$ cat config.mk
export PLATFORM = sky130hd
export DESIGN_NAME = lsu_ctrl
export DESIGN_NICKNAME = d
export VERILOG_FILES = /design/src/rtl/lsu_pkg.sv /design/src/rtl/lsu_align.sv /design/src/rtl/lsu_ctrl.sv
export SDC_FILE = /design/constraint.sdc
export NUM_CORES = 1
export LEC_CHECK = 0
export CAP_MARGIN = 0
export CORE_ASPECT_RATIO = 0.6
export CORE_MARGIN = 2
export CORE_UTILIZATION = 45
export CTS_BUF_LIST = sky130_fd_sc_hd__clkbuf_4 sky130_fd_sc_hd__clkbuf_8
export CTS_CLUSTER_DIAMETER = 30
export DETAILED_ROUTE_END_ITERATION = 10
export GPL_ROUTABILITY_DRIVEN = 0
export PLACE_DENSITY_LB_ADDON = 0.3
export SLEW_MARGIN = 20
export SYNTH_ARGS = -nofsm -noshare
export SYNTH_HDL_FRONTEND = slang
export SYNTH_SLANG_ARGS = --single-unit
$ cat constraint.sdc
create_clock -name clk -period 3 [get_ports clk]
set_clock_uncertainty 0.1 [all_clocks]
set_input_delay 0.45 -clock clk [delete_from_list [all_inputs] [get_ports clk]]
set_output_delay 0.45 -clock clk [all_outputs]
set_load 0.02 [all_outputs]
$ cat src/rtl/lsu_pkg.sv
// Shared definitions for the load/store unit.
// funct3 encodings, FSM states, fault cause codes, legality helpers.
package lsu_pkg;

  localparam logic [2:0] F3_B  = 3'b000;
  localparam logic [2:0] F3_H  = 3'b001;
  localparam logic [2:0] F3_W  = 3'b010;
  localparam logic [2:0] F3_BU = 3'b100;
  localparam logic [2:0] F3_HU = 3'b101;

  localparam logic [1:0] CAUSE_NONE     = 2'b00;
  localparam logic [1:0] CAUSE_MISALIGN = 2'b01;
  localparam logic [1:0] CAUSE_TIMEOUT  = 2'b10;
  localparam logic [1:0] CAUSE_ILLEGAL  = 2'b11;

  typedef enum logic [1:0] {
    S_IDLE,
    S_REQ,
    S_RESP,
    S_DONE
  } state_t;

  function automatic logic f3_illegal(
    input logic       we,
    input logic [2:0] f3
  );
    logic bad;
    if (we)
      bad = !(f3 inside {F3_B, F3_H, F3_W});
    else
      bad = !(f3 inside {F3_B, F3_H, F3_W, F3_BU, F3_HU});
    return bad;
  endfunction

  function automatic logic misaligned(
    input logic [2:0] f3,
    input logic [1:0] off
  );
    return ((f3[1:0] == 2'b01) && off[0]) ||
           ((f3[1:0] == 2'b10) && (off != 2'b00));
  endfunction

endpackage

$ cat src/rtl/lsu_align.sv
// Byte-lane steering for stores and lane extraction/extension
// for loads; purely combinational.
module lsu_align
  import lsu_pkg::*;
(
  input  logic [1:0]  st_size,
  input  logic [1:0]  st_off,
  input  logic [31:0] st_data,
  output logic [3:0]  st_be,
  output logic [31:0] st_wdata,
  input  logic [2:0]  ld_funct3,
  input  logic [1:0]  ld_off,
  input  logic [31:0] ld_rdata,
  output logic [31:0] ld_data
);

  logic [31:0] shifted;

  always_comb begin
    st_be    = 4'b1111;
    st_wdata = st_data;
    unique case (1'b1)
      (st_size == 2'b00): begin
        st_be    = 4'b0001 << st_off;
        st_wdata = {4{st_data[7:0]}};
      end
      (st_size == 2'b01): begin
        st_be    = st_off[1] ? 4'b1100 : 4'b0011;
        st_wdata = {2{st_data[15:0]}};
      end
      default: begin
        st_be    = 4'b1111;
        st_wdata = st_data;
      end
    endcase
  end

  assign shifted = ld_rdata >> {ld_off, 3'b000};

  always_comb begin
    ld_data = shifted;
    unique case (1'b1)
      (ld_funct3 == F3_B):
        ld_data = {{24{shifted[7]}}, shifted[7:0]};
      (ld_funct3 == F3_H):
        ld_data = {{16{shifted[15]}}, shifted[15:0]};
      (ld_funct3 == F3_BU):
        ld_data = {24'h0, shifted[7:0]};
      (ld_funct3 == F3_HU):
        ld_data = {16'h0, shifted[15:0]};
      default:
        ld_data = shifted;
    endcase
  end

endmodule

$ cat src/rtl/lsu_ctrl.sv
// Load/store unit control: legality checks, bus FSM, timeout,
// core stall and load writeback.
module lsu_ctrl
  import lsu_pkg::*;
#(
  parameter int TIMEOUT = 255,
  parameter int ADDR_W  = 32
) (
  input  logic              clk,
  input  logic              rst,
  input  logic              op_valid,
  input  logic              op_we,
  input  logic [2:0]        op_funct3,
  input  logic [ADDR_W-1:0] op_addr,
  input  logic [31:0]       op_wdata,
  output logic              stall,
  output logic              ld_valid,
  output logic [31:0]       ld_data,
  output logic              err,
  output logic [1:0]        err_cause,
  output logic              mem_req,
  input  logic              mem_gnt,
  output logic [ADDR_W-1:0] mem_addr,
  output logic              mem_we,
  output logic [3:0]        mem_be,
  output logic [31:0]       mem_wdata,
  input  logic              mem_rvalid,
  input  logic [31:0]       mem_rdata
);

  localparam int CW = $clog2(TIMEOUT + 1);

  state_t state_q, state_d;

  logic [ADDR_W-1:0] addr_q;
  logic              we_q;
  logic [2:0]        f3_q;
  logic [3:0]        be_q;
  logic [31:0]       wdata_q;
  logic [31:0]       ld_data_q;
  logic [CW-1:0]     cnt_q;
  logic              to_q;

  logic        illegal;
  logic        misal;
  logic        to_hit;
  logic        to_evt;
  logic        accept;
  logic        busy;
  logic [3:0]  st_be;
  logic [31:0] st_wdata;
  logic [31:0] ld_ext;

  assign illegal = f3_illegal(op_we, op_funct3);
  assign misal   = misaligned(op_funct3, op_addr[1:0]);
  assign to_hit  = (cnt_q == CW'(TIMEOUT - 1));
  assign busy    = (state_q == S_REQ) || (state_q == S_RESP);

  lsu_align u_align (
    .st_size   (op_funct3[1:0]),
    .st_off    (op_addr[1:0]),
    .st_data   (op_wdata),
    .st_be     (st_be),
    .st_wdata  (st_wdata),
    .ld_funct3 (f3_q),
    .ld_off    (addr_q[1:0]),
    .ld_rdata  (mem_rdata),
    .ld_data   (ld_ext)
  );

  always_comb begin
    state_d   = state_q;
    stall     = 1'b0;
    err       = 1'b0;
    err_cause = CAUSE_NONE;
    to_evt    = 1'b0;
    accept    = 1'b0;
    unique case (state_q)
      S_IDLE: begin
        if (op_valid) begin
          if (illegal) begin
            err       = 1'b1;
            err_cause = CAUSE_ILLEGAL;
          end else if (misal) begin
            err       = 1'b1;
            err_cause = CAUSE_MISALIGN;
          end else begin
            stall   = 1'b1;
            accept  = 1'b1;
            state_d = S_REQ;
          end
        end
      end
      S_REQ: begin
        stall = 1'b1;
        if (mem_gnt) begin
          state_d = we_q ? S_DONE : S_RESP;
        end else if (to_hit) begin
          state_d = S_DONE;
          to_evt  = 1'b1;
        end
      end
      S_RESP: begin
        stall = 1'b1;
        if (mem_rvalid) begin
          state_d = S_DONE;
        end else if (to_hit) begin
          state_d = S_DONE;
          to_evt  = 1'b1;
        end
      end
      S_DONE: begin
        // op_valid is deliberately not sampled here
        if (to_q) begin
          err       = 1'b1;
          err_cause = CAUSE_TIMEOUT;
        end
        state_d = S_IDLE;
      end
      default: state_d = S_IDLE;
    endcase
  end

  always_ff @(posedge clk) begin
    if (rst) begin
      state_q   <= S_IDLE;
      addr_q    <= '0;
      we_q      <= 1'b0;
      f3_q      <= 3'b000;
      be_q      <= 4'b0000;
      wdata_q   <= 32'h0;
      ld_data_q <= 32'h0;
      cnt_q     <= '0;
      to_q      <= 1'b0;
    end else begin
      state_q <= state_d;
      if (accept) begin
        addr_q  <= op_addr;
        we_q    <= op_we;
        f3_q    <= op_funct3;
        be_q    <= st_be;
        wdata_q <= st_wdata;
        cnt_q   <= '0;
        to_q    <= 1'b0;
      end else if (busy) begin
        cnt_q <= cnt_q + CW'(1);
        to_q  <= to_evt;
      end
      if (state_q == S_RESP && mem_rvalid)
        ld_data_q <= ld_ext;
    end
  end

  assign mem_req   = (state_q == S_REQ);
  assign mem_addr  = {addr_q[ADDR_W-1:2], 2'b00};
  assign mem_we    = we_q;
  assign mem_be    = be_q;
  assign mem_wdata = wdata_q;
  assign ld_valid  = (state_q == S_DONE) && !we_q && !to_q;
  assign ld_data   = ld_data_q;

endmodule

==> impl_metrics.tcl, run 1 <==
set metrics [dict create \
    status "completed" \
    r2r_end "ld_data[30]" \
    hold_buffers 0 \
    clock_latency_ps 420 \
    clockBufferDepth 2 \
    hold_end "mem_wdata[5]" \
    grtUsageTotal 0.240 \
    ant_nets 0 \
    synth_seq_cells 115 \
    first_iter_violations 256 \
    reg2reg_depth 5 \
    p_sw_frac 0.307 \
    finalHoldWorstSlack_ps 359 \
    powerDensity_nw_per_um2 571 \
    dp.cells 980 \
    rrSetupSlack_ps 780 \
    slew_violations 0 \
    syn_to_final_growth_pct 42.0 \
    portBuffers 209 \
    max_cap_violations 0 \
    whs_path_depth 2 \
    nets 949 \
    post-route-period-util 0.940 \
    path_clk_slew_ps 70 \
    hold_class "register to register" \
    tightest_slew_ps 792 \
    yosysMostFrequentCell "nand2_1" \
    synth.distinct_cells 49 \
    fp-row-count 31 \
    finalSetupViolCount 0 \
    ios 212 \
    worstSetupPathType "register to primary output" \
    crit_path_end_kind "primary output" \
    hold_viol 0 \
    start_util 0.465 \
    min_from "mem_wdata[5]" \
    overflow 0 \
    power.net_switching_mw 1.41 \
    grt_max_degree 92 \
    synth_area_leaders "dfxtp_1 41%, nand2_1 8.8%, a21oi_1 8.0%" \
    first_pass_iters 4 \
    fillers 998 \
    dieArea_um2 13500 \
    final_cells 1013 \
    max_slew_margin 0.471 \
    core_um2 12200 \
    ys.flop_type "dfxtp_1" \
    synth_common_cells "133 x nand2_1, 115 x dfxtp_1, 90 x a21oi_1, 52 x nor2_1, 40 x buf_4" \
    p_seq_frac 0.382 \
    route.detailed.drc 0 \
    grt_first_pass_wirelength_mm 25.9 \
    dp_hpwl_mm 11.7 \
    ir_drop_uv 333 \
    synth_area_per_cell_um2 8.42 \
    async_flop_share 0 \
    synth_top_area_cell "dfxtp_1" \
    cts_tree "built" \
    fin_crit_ps 2820 \
    syn_area_um2 5660 \
    vias 5352 \
    syn_inst 672 \
    first_global_vias 5157 \
    intPower_mw 3.18 \
    cp_max_fo 6 \
    rsz0062_at_grt "no" \
    chipHeight_um 90.9 \
    numClockSinks 115 \
    p_leak_nw 2.85 \
    clkPwrFrac 0.338 \
    wl_per_cell_um 16.1 \
    drive_gt1_frac 0.108 \
    fmax_mhz 355 \
    routed_wl_mm 16.3 \
    r2r-start "addr_q[1]" \
    cts_root_buf "clkbuf_8" \
    fin_util 0.660 \
    tns_ps 0 \
    cts_buffers 17 \
    synth_edf_count 0 \
    ys_warn_count 0 \
    htree_levels 4 \
    die_w_um 149 \
    antennaDiodeCount 0 \
    power.share.combinational 0.280 \
    worst-endpoint-arrival_ps 2270 \
    synth_top_area_frac 0.407 \
    startpoint_type "register" \
    antenna_found_initial 0 \
    required_ps 2450 \
    ys_seq_area_frac 0.407 \
    via_per_inst 5.28 \
]
[flip-flops by register name, indices dropped and copies added (netlist names)]
name,flops
addr_q,32
cnt_q,8
f3_q,3
ld_data,32
mem_be,4
mem_wdata,32
mem_we,1
state_q,2
to_q,1
[cells by family (layout without fill, tap and decap cells)]
family	after synthesis	in the layout	synth area share
compound gates	173	173	0.209
xor+xnor	7	7	0.0108
fa+ha+maj	8	8	0.0177
buf+inv	94	269	0.101
flops	115	115	0.407
mux	41	41	0.0765
other cells	1	2	0.000663
simple gates	233	233	0.178
[worst max-delay path, cell delays in order, from the launching register on]
cell and delay [ps]:
dfxtp_1 360, inv_1 140, ha_1 280, nand2_1 170
or3_1 400, a21oi_1 140, dlygate4sd2_1 360
[cell type report]
cell class	count	area, um^2	area share
multi-input cells	464	2820	0.351
flip-flops and latches	115	2300	0.287
repair buffers	228	2250	0.280
clock buffers	20	263	0.0327
well taps	165	206	0.0257
clock inverters	11	160	0.0199
inverters	10	37.5	0.00467
[timing repair]
action                                  4_1_cts  5_1_grt
endpoints found under the setup margin        4        2
buffers inserted                              2        0
resized for setup                             3        3
pin swaps                                     2        0
[placed cells by master (no fill, tap or decap), types with 9 or more instances in the layout]
master,synthesis,final
clkdlybuf4s50_1,0,204
nand2_1,133,133
dfxtp_1,115,115
a21oi_1,90,90
nor2_1,52,52
mux2i_1,32,32
buf_4,40,19
clkbuf_8,0,18
a211oi_2,17,17
o211ai_1,15,15
o21ai_0,12,12
a211oi_1,11,11
a311oi_1,11,11
nor3_1,10,10
inv_1,9,9
[power by group through the flow]
stage / Sequential, mW / Combinational (mW) / Clock (mW)
detailed placement: 1.78 / 1.27 / 0
floorplan: 1.84 / 0.711 / 0
CTS: 1.75 / 1.28 / 1.58
global placement: 1.77 / 1.24 / 0
global route: 1.77 / 1.38 / 1.66
finish: 1.75 / 1.28 / 1.55
[worst max-delay path by stage]
| stage | from | slack [ps] | end |
|---|---|---|---|
| detailed placement | op_addr[0] | -90 | err |
| finish | state_q[0] | 180 | err_cause[1] |
| global placement | op_addr[0] | -40 | err |
| global route | state_q[0] | 10 | err_cause[1] |
| CTS | state_q[0] | -3 | err_cause[0] |
| floorplan | state_q[0] | 550 | err |
[metal layers]
metal | global-route usage | share of wire
met5 | 0 | 0
met4 | 0.0484 | 0.0079
met3 | 0.0843 | 0.082
met2 | 0.377 | 0.45
met1 | 0.319 | 0.46
[stage by stage]
stage	instance area (um^2)	setup WS [ps]	power (mW)
5_1_grt	8040	11.4	4.80
2_1_floorplan	5660	546	2.55
6_report	8040	181	4.58
4_1_cts	8020	-2.54	4.60
3_5_place_dp	7580	-87.0	3.05
3_3_place_gp	7580	-35.6	3.01
Power figures use the tool's default switching activity.
==> inputs of run 2 (changes only) <==
--- a/config.mk
+++ b/config.mk
@@ -12,6 +12,7 @@
 export CTS_BUF_LIST = sky130_fd_sc_hd__clkbuf_4 sky130_fd_sc_hd__clkbuf_8
 export CTS_CLUSTER_DIAMETER = 30
 export DETAILED_ROUTE_END_ITERATION = 10
+export DONT_BUFFER_PORTS = 1
 export GPL_ROUTABILITY_DRIVEN = 0
 export PLACE_DENSITY_LB_ADDON = 0.3
 export SLEW_MARGIN = 20
==> impl_metrics.tcl, run 2 (synthesis gave the netlist of run 1 again) <==
set metrics [dict create \
    path_clk_slew_ps 80 \
    slew_violations 0 \
    vias 4500 \
    post-route-period-util 0.930 \
    grt_max_degree 107 \
    multi_input_area_um2 2810 \
    clockBufferDepth 2 \
    rsz0062_at_grt "no" \
    mostFrequentLayoutCells "133 x nand2_1, 115 x dfxtp_1, 90 x a21oi_1, 52 x nor2_1, 32 x mux2i_1" \
    tns_ps 0 \
    final_cells 797 \
    grtUsageTotal 0.220 \
    regArea_um2 2300 \
    tightest_slew_ps 835 \
    start_util 0.465 \
    routed_wl_mm 14.9 \
    clock_latency_ps 420 \
    first_pass_iters 5 \
    fp-row-count 31 \
    cts_setup_buffers 0 \
    final_common_cell "nand2_1" \
    fin_util 0.488 \
    ant_nets 0 \
    max_slew_margin 0.442 \
    nets 731 \
    worst-endpoint-arrival_ps 2240 \
    first_global_vias 4434 \
    die_w_um 149 \
    finalSetupViolCount 0 \
    chipHeight_um 90.9 \
    dp_hpwl_mm 10.6 \
    slowest_stage "ha_1" \
    core_um2 12200 \
    overflow 0 \
    htree_levels 4 \
    first_iter_violations 225 \
    cp_top_family "adder cells" \
    antenna_found_initial 1 \
    ios 212 \
    via_per_inst 5.65 \
    cts_tree "built" \
    fin_crit_ps 2790 \
    wl_per_cell_um 18.7 \
    max_stage_delay_ps 460 \
    hold_viol 0 \
    grt_first_pass_wirelength_mm 23.5 \
    crit_path_end_kind "primary output" \
    numClockSinks 115 \
    max_cap_violations 0 \
    drive_gt1_frac 0.132 \
    worstSetupPathType "register to primary output" \
    ir_drop_uv 319 \
    cts_buffers 17 \
    cp_cell_sequence "inv_1 -> ha_1 -> nor4_2 -> buf_4 -> o21bai_1" \
    route.detailed.drc 0 \
    status "completed" \
    path_buf_inv 2 \
    cp_max_fo 13 \
    hold_class "input port to register" \
    dieArea_um2 13500 \
    startpoint_type "register" \
    portBuffers 0 \
    p_leak_nw 2.02 \
    cts_root_buf "clkbuf_8" \
    syn_to_final_growth_pct 5.00 \
    powerDensity_nw_per_um2 728 \
    dp.cells 763 \
    fillers 1156 \
    fmax_mhz 358 \
    required_ps 2450 \
]
[run 2: layout make-up]
cell class / count / area share
timing repair buffer: 10 / 0.0181
sequential: 115 / 0.387
tap: 165 / 0.0347
clock inverter: 11 / 0.0335
multi-input combinational: 464 / 0.473
clock buffer: 21 / 0.0465
antenna: 1 / 0.000421
inverter: 10 / 0.00632
[run 2: what timing repair did]
action                                  CTS  global route
endpoints found under the setup margin    0             1
gates resized for setup                   0             1
hold buffers                              1             0
hold endpoints to repair                106             0
[run 2: path summary, 6_finish.rpt]
kind                                  start      endpoint  slack (ps)  depth (start not counted)
worst max-delay path             state_q[1]           err         210                          5
worst min register to register         to_q          to_q         400                          2
worst min-delay path            op_wdata[4]  mem_wdata[4]          50                          2
worst max register to register    addr_q[1]   ld_data[31]         540                          5
[run 2: power breakdown]
part	switching, mW	internal [mW]
Combinational	0.460	0.272
Clock	0.656	1.06
Sequential	0.229	1.65
[run 2: stage by stage]
step           power, mW  worst slack, ps  hold WS, ps  area, um^2
3_3_place_gp        2.57              570          383        5430
5_1_grt             4.53             37.3         35.4        5940
2_1_floorplan       2.55              546          337        5660
6_report            4.33              210         47.6        5940
3_5_place_dp        2.61              606          384        5430
4_1_cts             4.36              118         22.0        5930
[run 2: per-layer routing]
metal / global-route usage / part of all wire / vias up
li1: - / - / 2184
met1: 0.280 / 0.44 / 2100
met2: 0.331 / 0.43 / 197
met3: 0.0960 / 0.11 / 19
met4: 0.0794 / 0.013 / 0
met5: 0 / 0 / -
